--- config.mk ---
export PLATFORM = sky130hd
export DESIGN_NAME = pwr_seq_flat
export DESIGN_NICKNAME = d
export VERILOG_FILES = /design/src/rtl/pwr_seq_if.sv /design/src/rtl/pwr_seq.sv /design/src/flat_wrapper.sv
export SDC_FILE = /design/constraint.sdc
export NUM_CORES = 1
export LEC_CHECK = 0
export ABC_AREA = 0
export CAP_MARGIN = 15
export CORE_MARGIN = 4
export CORE_UTILIZATION = 45
export CTS_CLUSTER_DIAMETER = 80
export DETAILED_ROUTE_END_ITERATION = 6
export DONT_BUFFER_PORTS = 1
export GPL_TIMING_DRIVEN = 0
export PLACE_DENSITY = 0.64
export SYNTH_ARGS = -nofsm -noshare
export SYNTH_HDL_FRONTEND = slang
export SYNTH_SLANG_ARGS = --single-unit
--- constraint.sdc ---
create_clock -name clk -period 5.35 [get_ports clk]
set_clock_uncertainty 0.15 [all_clocks]
set_input_delay 1.605 -clock clk [delete_from_list [all_inputs] [get_ports clk]]
set_output_delay 1.605 -clock clk [all_outputs]
set_load 0.02 [all_outputs]
--- src/rtl/pwr_seq_if.sv ---
// Native memory bus slice seen by the power-down sequencer.
// master drives the request, slave returns select/ready/read data.
interface pwr_seq_if;
  logic        mem_valid;
  logic [31:0] mem_addr;
  logic [31:0] mem_wdata;
  logic [3:0]  mem_wstrb;
  logic        pwr_sel;
  logic        pwr_ready;
  logic [31:0] pwr_rdata;

  modport master (output mem_valid, mem_addr, mem_wdata, mem_wstrb,
                  input  pwr_sel, pwr_ready, pwr_rdata);
  modport slave  (input  mem_valid, mem_addr, mem_wdata, mem_wstrb,
                  output pwr_sel, pwr_ready, pwr_rdata);
endinterface

--- src/rtl/pwr_seq.sv ---
// Ordered power-down: halt CPU, wait for idle (bounded), count hold-off,
// then raise a sticky poweroff. CTRL at ADDR, DELAY at ADDR+4.
module pwr_seq #(
  parameter logic [31:0] ADDR          = 32'hffff_fff0,
  parameter logic [15:0] HALT_TIMEOUT  = 16'd255,
  parameter logic [15:0] DEFAULT_DELAY = 16'd16
) (
  input  logic       clk,
  input  logic       reset,
  pwr_seq_if.slave   bus,
  input  logic       cpu_idle,
  output logic       cpu_halt,
  output logic       poweroff
);

  typedef enum logic [1:0] {RUN = 2'd0, HALT = 2'd1, COUNT = 2'd2, OFF = 2'd3} state_t;

  state_t      state_q, state_d;
  logic [15:0] cnt_q, cnt_d;
  logic [15:0] delay_q, delay_d;
  logic        tflag_q, tflag_d;
  logic        halt_d, off_d;

  logic sel_ctrl, sel_dly, wr;
  assign sel_ctrl = bus.mem_valid && (bus.mem_addr == ADDR);
  assign sel_dly  = bus.mem_valid && (bus.mem_addr == ADDR + 32'd4);
  assign wr       = |bus.mem_wstrb;

  always_ff @(posedge clk) begin
    if (reset) begin
      state_q  <= RUN;
      cnt_q    <= '0;
      delay_q  <= DEFAULT_DELAY;
      tflag_q  <= 1'b0;
      cpu_halt <= 1'b0;
      poweroff <= 1'b0;
    end else begin
      state_q  <= state_d;
      cnt_q    <= cnt_d;
      delay_q  <= delay_d;
      tflag_q  <= tflag_d;
      cpu_halt <= halt_d;
      poweroff <= off_d;
    end
  end

  always_comb begin
    state_d = state_q;
    cnt_d   = cnt_q;
    delay_d = delay_q;
    tflag_d = tflag_q;
    unique case (state_q)
      RUN: begin
        if (sel_dly && wr) begin
          if (bus.mem_wstrb[0]) delay_d[7:0]  = bus.mem_wdata[7:0];
          if (bus.mem_wstrb[1]) delay_d[15:8] = bus.mem_wdata[15:8];
        end
        if (sel_ctrl && bus.mem_wstrb[0] && (bus.mem_wdata[7:0] != 8'd0)) begin
          state_d = HALT;
          cnt_d   = HALT_TIMEOUT;
        end
      end
      HALT: begin
        // idle wins over a timeout landing on the same cycle
        if (cpu_idle) begin
          state_d = COUNT;
          cnt_d   = delay_q;
        end else if (cnt_q == 16'd0) begin
          tflag_d = 1'b1;
          state_d = COUNT;
          cnt_d   = delay_q;
        end else begin
          cnt_d = cnt_q - 16'd1;
        end
      end
      COUNT: begin
        if (cnt_q == 16'd0) state_d = OFF;
        else                cnt_d   = cnt_q - 16'd1;
      end
      OFF: ;
      default: ;
    endcase
  end

  // Registered outputs follow the next state so they line up with it.
  always_comb begin
    halt_d        = (state_d != RUN);
    off_d         = (state_d == OFF);
    bus.pwr_sel   = sel_ctrl || sel_dly;
    bus.pwr_ready = 1'b1;
    if (sel_ctrl)     bus.pwr_rdata = {29'd0, tflag_q, state_q};
    else if (sel_dly) bus.pwr_rdata = {16'd0, delay_q};
    else              bus.pwr_rdata = 32'd0;
  end

endmodule

--- src/flat_wrapper.sv ---
// flat-port wrapper written by rule: the top's interface ports become plain ports
module pwr_seq_flat 
#(
  parameter logic [31:0] ADDR          = 32'hffff_fff0,
  parameter logic [15:0] HALT_TIMEOUT  = 16'd255,
  parameter logic [15:0] DEFAULT_DELAY = 16'd16
)
  (clk, reset, cpu_idle, cpu_halt, poweroff, bus_mem_valid, bus_mem_addr, bus_mem_wdata, bus_mem_wstrb, bus_pwr_sel, bus_pwr_ready, bus_pwr_rdata);
  pwr_seq_if bus_i ();
  input  logic clk;
  input  logic reset;
  input  logic cpu_idle;
  output logic cpu_halt;
  output logic poweroff;
  input wire logic [$bits(bus_i.mem_valid)-1:0] bus_mem_valid;
  input wire logic [$bits(bus_i.mem_addr)-1:0] bus_mem_addr;
  input wire logic [$bits(bus_i.mem_wdata)-1:0] bus_mem_wdata;
  input wire logic [$bits(bus_i.mem_wstrb)-1:0] bus_mem_wstrb;
  output wire logic [$bits(bus_i.pwr_sel)-1:0] bus_pwr_sel;
  output wire logic [$bits(bus_i.pwr_ready)-1:0] bus_pwr_ready;
  output wire logic [$bits(bus_i.pwr_rdata)-1:0] bus_pwr_rdata;
  assign bus_i.mem_valid = bus_mem_valid;
  assign bus_i.mem_addr = bus_mem_addr;
  assign bus_i.mem_wdata = bus_mem_wdata;
  assign bus_i.mem_wstrb = bus_mem_wstrb;
  assign bus_pwr_sel = bus_i.pwr_sel;
  assign bus_pwr_ready = bus_i.pwr_ready;
  assign bus_pwr_rdata = bus_i.pwr_rdata;
  pwr_seq #(.ADDR(ADDR), .HALT_TIMEOUT(HALT_TIMEOUT), .DEFAULT_DELAY(DEFAULT_DELAY)) u_core (.clk(clk), .reset(reset), .bus(bus_i), .cpu_idle(cpu_idle), .cpu_halt(cpu_halt), .poweroff(poweroff));
endmodule
==> flow_summary.json, run 1 <==
{
  "wire_per_inst_um": 16.5,
  "grt_use_total_pct": 19.3,
  "via_per_inst": 5.57,
  "clk_latency_ns": 0.28,
  "grt_pass1_wl_um": 9600,
  "die_x_um": 80.5,
  "cp_slowest_cell": "or4b_1",
  "seq_area_um2": 741,
  "grt_pass1_vias": 1981,
  "critPathRequiredTime_ns": 3.60,
  "combPwrFrac_pct": 57.7,
  "finalSetupTns_ns": 0,
  "start_kind": "input pin",
  "ys.flop_type": "dfxtp_1",
  "synth-seq-cells": 37,
  "drtPass1Iterations": 7,
  "p_clk_share_pct": 15.9,
  "tightest_slew_ns": 0.569,
  "slew_violations": 0,
  "yosysMostFrequentCell": "dfxtp_1",
  "power.internal_uw": 760,
  "setup_viol": 0,
  "power.density_mw_per_mm2": 509,
  "rsz0062_at_grt": "false",
  "h-tree-depth": 2,
  "fin_area_mm2": 0.00261,
  "antenna_found_initial": 0,
  "hold_viol": 0,
  "fmax_ghz": 0.194,
  "start_util_pct": 46.3,
  "crit_path_cell_trace": "or4b_1 -> nor4_2 -> and4_1 -> buf_6 -> clkbuf_2 -> and2_1",
  "final_layout_size_suffix_gt1_share_pct": 15.8,
  "drtIter0Drc": 113,
  "synth_top_area_share_pct": 31.4,
  "die_area_mm2": 0.00647,
  "yosys.cell_types.count": 58,
  "cp-end-kind": "output pin",
  "postSynth.asyncResetShare_pct": 0,
  "ir_worst_vdd_mv": 0.286,
  "io_buffers": 0,
  "switchingPower_uw": 568,
  "max_stage_delay_ns": 0.52,
  "core_area_mm2": 0.00511,
  "status": "complete, no violations",
  "wirelength_um": 5970,
  "dp_hpwl_um": 4690,
  "multiInputGateArea_mm2": 0.00145,
  "cts_sinks": 37,
  "antenna_cells": 0,
  "cts_root_buf": "clkbuf_8",
  "final_util_pct": 51.1,
  "crit_fanout": 10,
  "layout_min_cycle_time_ns": 5.16,
  "grt.overflow.total": 0,
  "synth_warnings": 0,
  "yosys-top-cells-count": "dfxtp_1, nor2_1, mux2i_1, buf_4, and2_1",
  "relSlewSlack_pct": 62.0,
  "gp_congestion": 0.833,
  "yosysSeqAreaShare_pct": 31.4,
  "cts_resized": 0,
  "dp_cells": 354,
  "ant_nets": 0,
  "synth_area_leaders": "dfxtp_1, mux2i_1, buf_4, nor2_1, and2_1",
  "cts_tree": "yes",
  "syn_inst": 269,
  "cts.path.max_buffers": 2,
  "path_clk_slew_ns": 0.07,
  "pwr-share-seq_pct": 26.4,
  "whs_ns": 0.335,
  "synth_top_area_cell": "dfxtp_1",
  "fillCellCount": 482,
  "stdcell_count": 362,
  "synth-edff-count": 0,
  "synth_area_mm2": 0.00236,
  "nets": 369,
  "vias": 2018,
  "p_sw_share_pct": 42.8,
  "crit_arrival_ns": 3.40,
  "maxCapViolCount": 0,
  "fp-row-count": 26,
  "io_pins": 108,
  "p_leak_nw": 1.12,
  "grt_start_max_net_pins": 12,
  "placed_cell_area_mm2": 0.00251,
  "period_share_pct": 96.4,
  "crit_type": "in -> out",
  "hp-class": "reg -> reg",
  "synth.avg_cell_area_um2": 8.78,
  "area_delta_synth_final_pct": 10.4,
  "die_h_um": 80.5,
  "post-cts-setup-buffer-count": 0,
  "hold_buffers": 0,
  "cts_made_buffers": 5,
  "drc": 0
}
-- path summary, 6_finish.rpt --
check	depth (start not counted)	slack (ns)	from	endpoint
min	2	0.34	u_core.cnt_q[14]	u_core.cnt_q[14]
max	6	0.19	bus_mem_addr[1]	bus_pwr_rdata[13]
min reg2reg	2	0.34	u_core.cnt_q[14]	u_core.cnt_q[14]
max reg2reg	8	2.84	u_core.cnt_q[0]	u_core.cnt_q[0]
-- cell usage in the layout, fill, tap and decap left out, types with 3 or more instances in the layout --
master / instances
and2_1: 12
nor4_1: 6
conb_1: 17
a22oi_1: 8
dfxtp_1: 37
nor2_1: 34
buf_2: 3
a221oi_1: 5
and2_2: 3
a21oi_1: 8
clkbuf_1: 3
clkbuf_8: 8
xor2_1: 4
xnor2_1: 8
a211oi_1: 6
o21ai_0: 3
ha_1: 6
inv_1: 11
buf_4: 17
nand3_1: 6
nand4_1: 10
nand2_1: 10
mux2i_1: 19
o2bb2ai_1: 5
-- routing by layer --
metal	up-vias	global-route usage [%]	wire (um)
met4	0	5.74	90
met5	-	0	0
met3	8	4.48	496
met2	75	32.0	2820
li1	1000	-	-
met1	935	24.7	2560
-- state kept, by name (all words and copies together) (netlist names) --
name and cells:
u_core.cnt_q 16, u_core.delay_q 16, u_core.state_q 2, u_core.cpu_halt 1, u_core.poweroff 1, u_core.tflag_q 1
-- stage by stage --
step	total power, mW	setup WS [ns]
6_report	1.33	0.195
4_1_cts	1.33	0.195
5_1_grt	1.45	0.108
3_5_place_dp	1.11	0.197
3_3_place_gp	1.11	0.204
2_1_floorplan	0.985	0.409
-- power groups by stage --
stage | logic (mW) | clock network [mW] | registers (mW)
2_1_floorplan | 0.639 | 0 | 0.346
6_report | 0.767 | 0.211 | 0.351
3_3_place_gp | 0.750 | 0 | 0.356
4_1_cts | 0.762 | 0.217 | 0.350
3_5_place_dp | 0.753 | 0 | 0.357
5_1_grt | 0.864 | 0.227 | 0.355
-- cell type report --
| cell class | count | area share (%) |
|---|---|---|
| inverter | 11 | 1.58 |
| clock inverter | 1 | 0.192 |
| buffer | 26 | 7.05 |
| sequential | 37 | 28.4 |
| clock buffer | 7 | 3.69 |
| tap | 70 | 3.36 |
| multi-input combinational | 210 | 55.7 |
-- kinds of logic (layout without fill, tap and decap cells) --
| family | Yosys count | after routing | share of synthesized area [%] |
|---|---|---|---|
| mux | 19 | 19 | 8.05 |
| flops | 37 | 37 | 31.4 |
| buf+inv | 37 | 45 | 9.53 |
| fa+ha+maj | 6 | 6 | 3.18 |
| other cells | 2 | 17 | 0.318 |
| compound gates | 54 | 54 | 17.5 |
| xor+xnor | 12 | 12 | 4.45 |
| simple gates | 102 | 102 | 25.6 |
-- worst max-delay path: cells and delay by family --
family	cells	cell delay, ns
buffers and inverters	2	0.35
and+or+nand+nor	4	1.43
No activity file was read; power rests on OpenSTA's default activity.
==> run 2, diff against run 1 <==
--- a/config.mk
+++ b/config.mk
@@ -7,9 +7,10 @@
 export LEC_CHECK = 0
 export ABC_AREA = 0
 export CAP_MARGIN = 15
+export CORE_ASPECT_RATIO = 1.4
 export CORE_MARGIN = 4
 export CORE_UTILIZATION = 45
-export CTS_CLUSTER_DIAMETER = 80
+export CTS_CLUSTER_DIAMETER = 200
 export DETAILED_ROUTE_END_ITERATION = 6
 export DONT_BUFFER_PORTS = 1
 export GPL_TIMING_DRIVEN = 0
==> run 2 against run 1 <==
  * Maximum frequency grew 0.47%
  * Flip-flop and latch count is the same
  * Sequential share of layout area shrank 0.068 points
  * Via count is 2.3% higher
  * Global-route usage about the same
  * Clock power increased by 16%
  * First-iteration DRC count is 38% lower
  * Worst hold slack improved by 0.0045 ns
  * Sequential power about the same
==> flow_summary.json, run 2 (same netlist as run 1, synthesis figures left out) <==
{
  "hold_viol": 0,
  "period_share_pct": 95.9,
  "path_clk_slew_ns": 0.08,
  "fp-row-count": 30,
  "finalSetupTns_ns": 0,
  "max_stage_delay_ns": 0.53,
  "grt_use_total_pct": 19.2,
  "antenna_cells": 0,
  "cts_root_buf": "clkbuf_8",
  "gp_congestion": 0.863,
  "crit_path_cell_trace": "or4b_1 -> nor4_2 -> and4_1 -> buf_6 -> clkbuf_2 -> and2_1",
  "nets": 369,
  "p_leak_nw": 1.12,
  "whs_ns": 0.340,
  "setup_viol": 0,
  "ant_nets": 0,
  "io_pins": 108,
  "gr-usage-met3_pct": 5.46,
  "die_h_um": 93.7,
  "status": "complete, no violations",
  "die_area_mm2": 0.00649,
  "start_util_pct": 47.7,
  "path_buf_inv": 2,
  "post-cts-setup-buffer-count": 0,
  "vias": 2064,
  "grt.overflow.total": 0,
  "power.internal_uw": 783,
  "area_delta_synth_final_pct": 10.6,
  "grtUsageMet1_pct": 21.3,
  "power.density_mw_per_mm2": 525,
  "maxCapViolCount": 0,
  "final_layout_size_suffix_gt1_share_pct": 15.8,
  "cts_made_buffers": 5,
  "final_util_pct": 52.8,
  "hold_buffers": 0,
  "via_per_inst": 5.80,
  "cts_sinks": 37,
  "final_common_cell": "dfxtp_1",
  "crit_type": "in -> out",
  "io_buffers": 0,
  "drc": 0,
  "crit_arrival_ns": 3.38,
  "combPwrFrac_pct": 56.5,
  "pwr-share-seq_pct": 25.7,
  "fmax_ghz": 0.195,
  "reg2reg_slack_ns": 2.80,
  "die_x_um": 69.2,
  "wirelength_um": 6110,
  "grt_pass1_wl_um": 10100,
  "slew_violations": 0,
  "top_usage_layer": "met2",
  "crit_family": "simple AND/OR/NAND/NOR gates",
  "tightest_slew_ns": 0.593,
  "p_sw_share_pct": 43.0,
  "dp_hpwl_um": 4870,
  "critPathRequiredTime_ns": 3.60,
  "drtPass1Iterations": 4,
  "start_kind": "input pin",
  "layout_min_cycle_time_ns": 5.13,
  "relSlewSlack_pct": 60.0,
  "cts_resized": 0,
  "core_area_mm2": 0.00495,
  "gr-usage-met2_pct": 35.2,
  "h-tree-depth": 2,
  "rsz0062_at_grt": "false",
  "ir_worst_vdd_mv": 0.396,
  "grt_pass1_vias": 2012,
  "hp-class": "reg -> reg",
  "wire_per_inst_um": 17.2,
  "crit_fanout": 10,
  "antenna_found_initial": 0,
  "cp-end-kind": "output pin",
  "grt_start_max_net_pins": 14,
  "top_regs": "u_core.cnt_q: 16 flops, u_core.delay_q: 16 flops, u_core.state_q: 2 flops",
  "final_cell_mix": "dfxtp_1, nor2_1, mux2i_1",
  "clk_latency_ns": 0.29,
  "p_clk_share_pct": 17.9,
  "drtIter0Drc": 70,
  "cp_slowest_cell": "or4b_1",
  "switchingPower_uw": 590,
  "cts_tree": "yes",
  "cts.path.max_buffers": 2
}
==> run 2: cell types whose count changed in the layout (fill, tap and decap cells not counted) <==
cell	previous run	this run
bufinv_16	0	1
clkbuf_8	8	6
clkinvlp_4	0	1
clkinv_4	0	1
clkinv_2	1	0
==> run 2: worst paths after layout <==
path,from,end,cells past startpoint
setup / recovery,bus_mem_addr[1],bus_pwr_rdata[10],6
setup reg to reg,u_core.cnt_q[0],u_core.cnt_q[0],8
hold reg to reg,u_core.cnt_q[14],u_core.cnt_q[14],2
hold / removal,u_core.cnt_q[14],u_core.cnt_q[14],2
==> run 2: worst reg2reg max path: stages, from the launching register on <==
cell	delay, ns
dfxtp_1	0.36
inv_1	0.12
ha_1	0.16
nor4b_1	0.48
nor2b_1	0.27
a31oi_2	0.21
buf_2	0.25
a221oi_1	0.34
a21oi_1	0.11
==> run 2: layout make-up <==
class / count / area (um2)
multi-input combinational: 210 / 1450
clock inverter: 3 / 46.3
buffer: 26 / 184
fill: 510 / 2340
sequential: 37 / 741
inverter: 11 / 41.3
tap: 64 / 80.1
clock buffer: 5 / 68.8
==> run 2: per-layer routing <==
metal  part of all wire (%)  vias up
met2                     53       96
li1                       -      998
met1                     36      959
met4                    1.8        0
met3                    8.8       11
met5                      0        -
==> run 2: power groups by stage <==
stage	sequential [mW]	clock, mW	combinational, mW
floorplan	0.346	0	0.639
global placement	0.357	0	0.759
detailed placement	0.358	0	0.762
CTS	0.351	0.250	0.768
global route	0.358	0.260	0.857
finish	0.352	0.245	0.775
==> run 2: metrics by stage <==
stage               power, mW  worst slack [ns]  cells  area (um2)
detailed placement       1.12             0.196    348        2500
global placement         1.12             0.191    348        2500
CTS                      1.37             0.186    356        2610
finish                   1.37             0.219    356        2610
global route             1.47            0.0811    356        2610
floorplan               0.985             0.409    284        2420
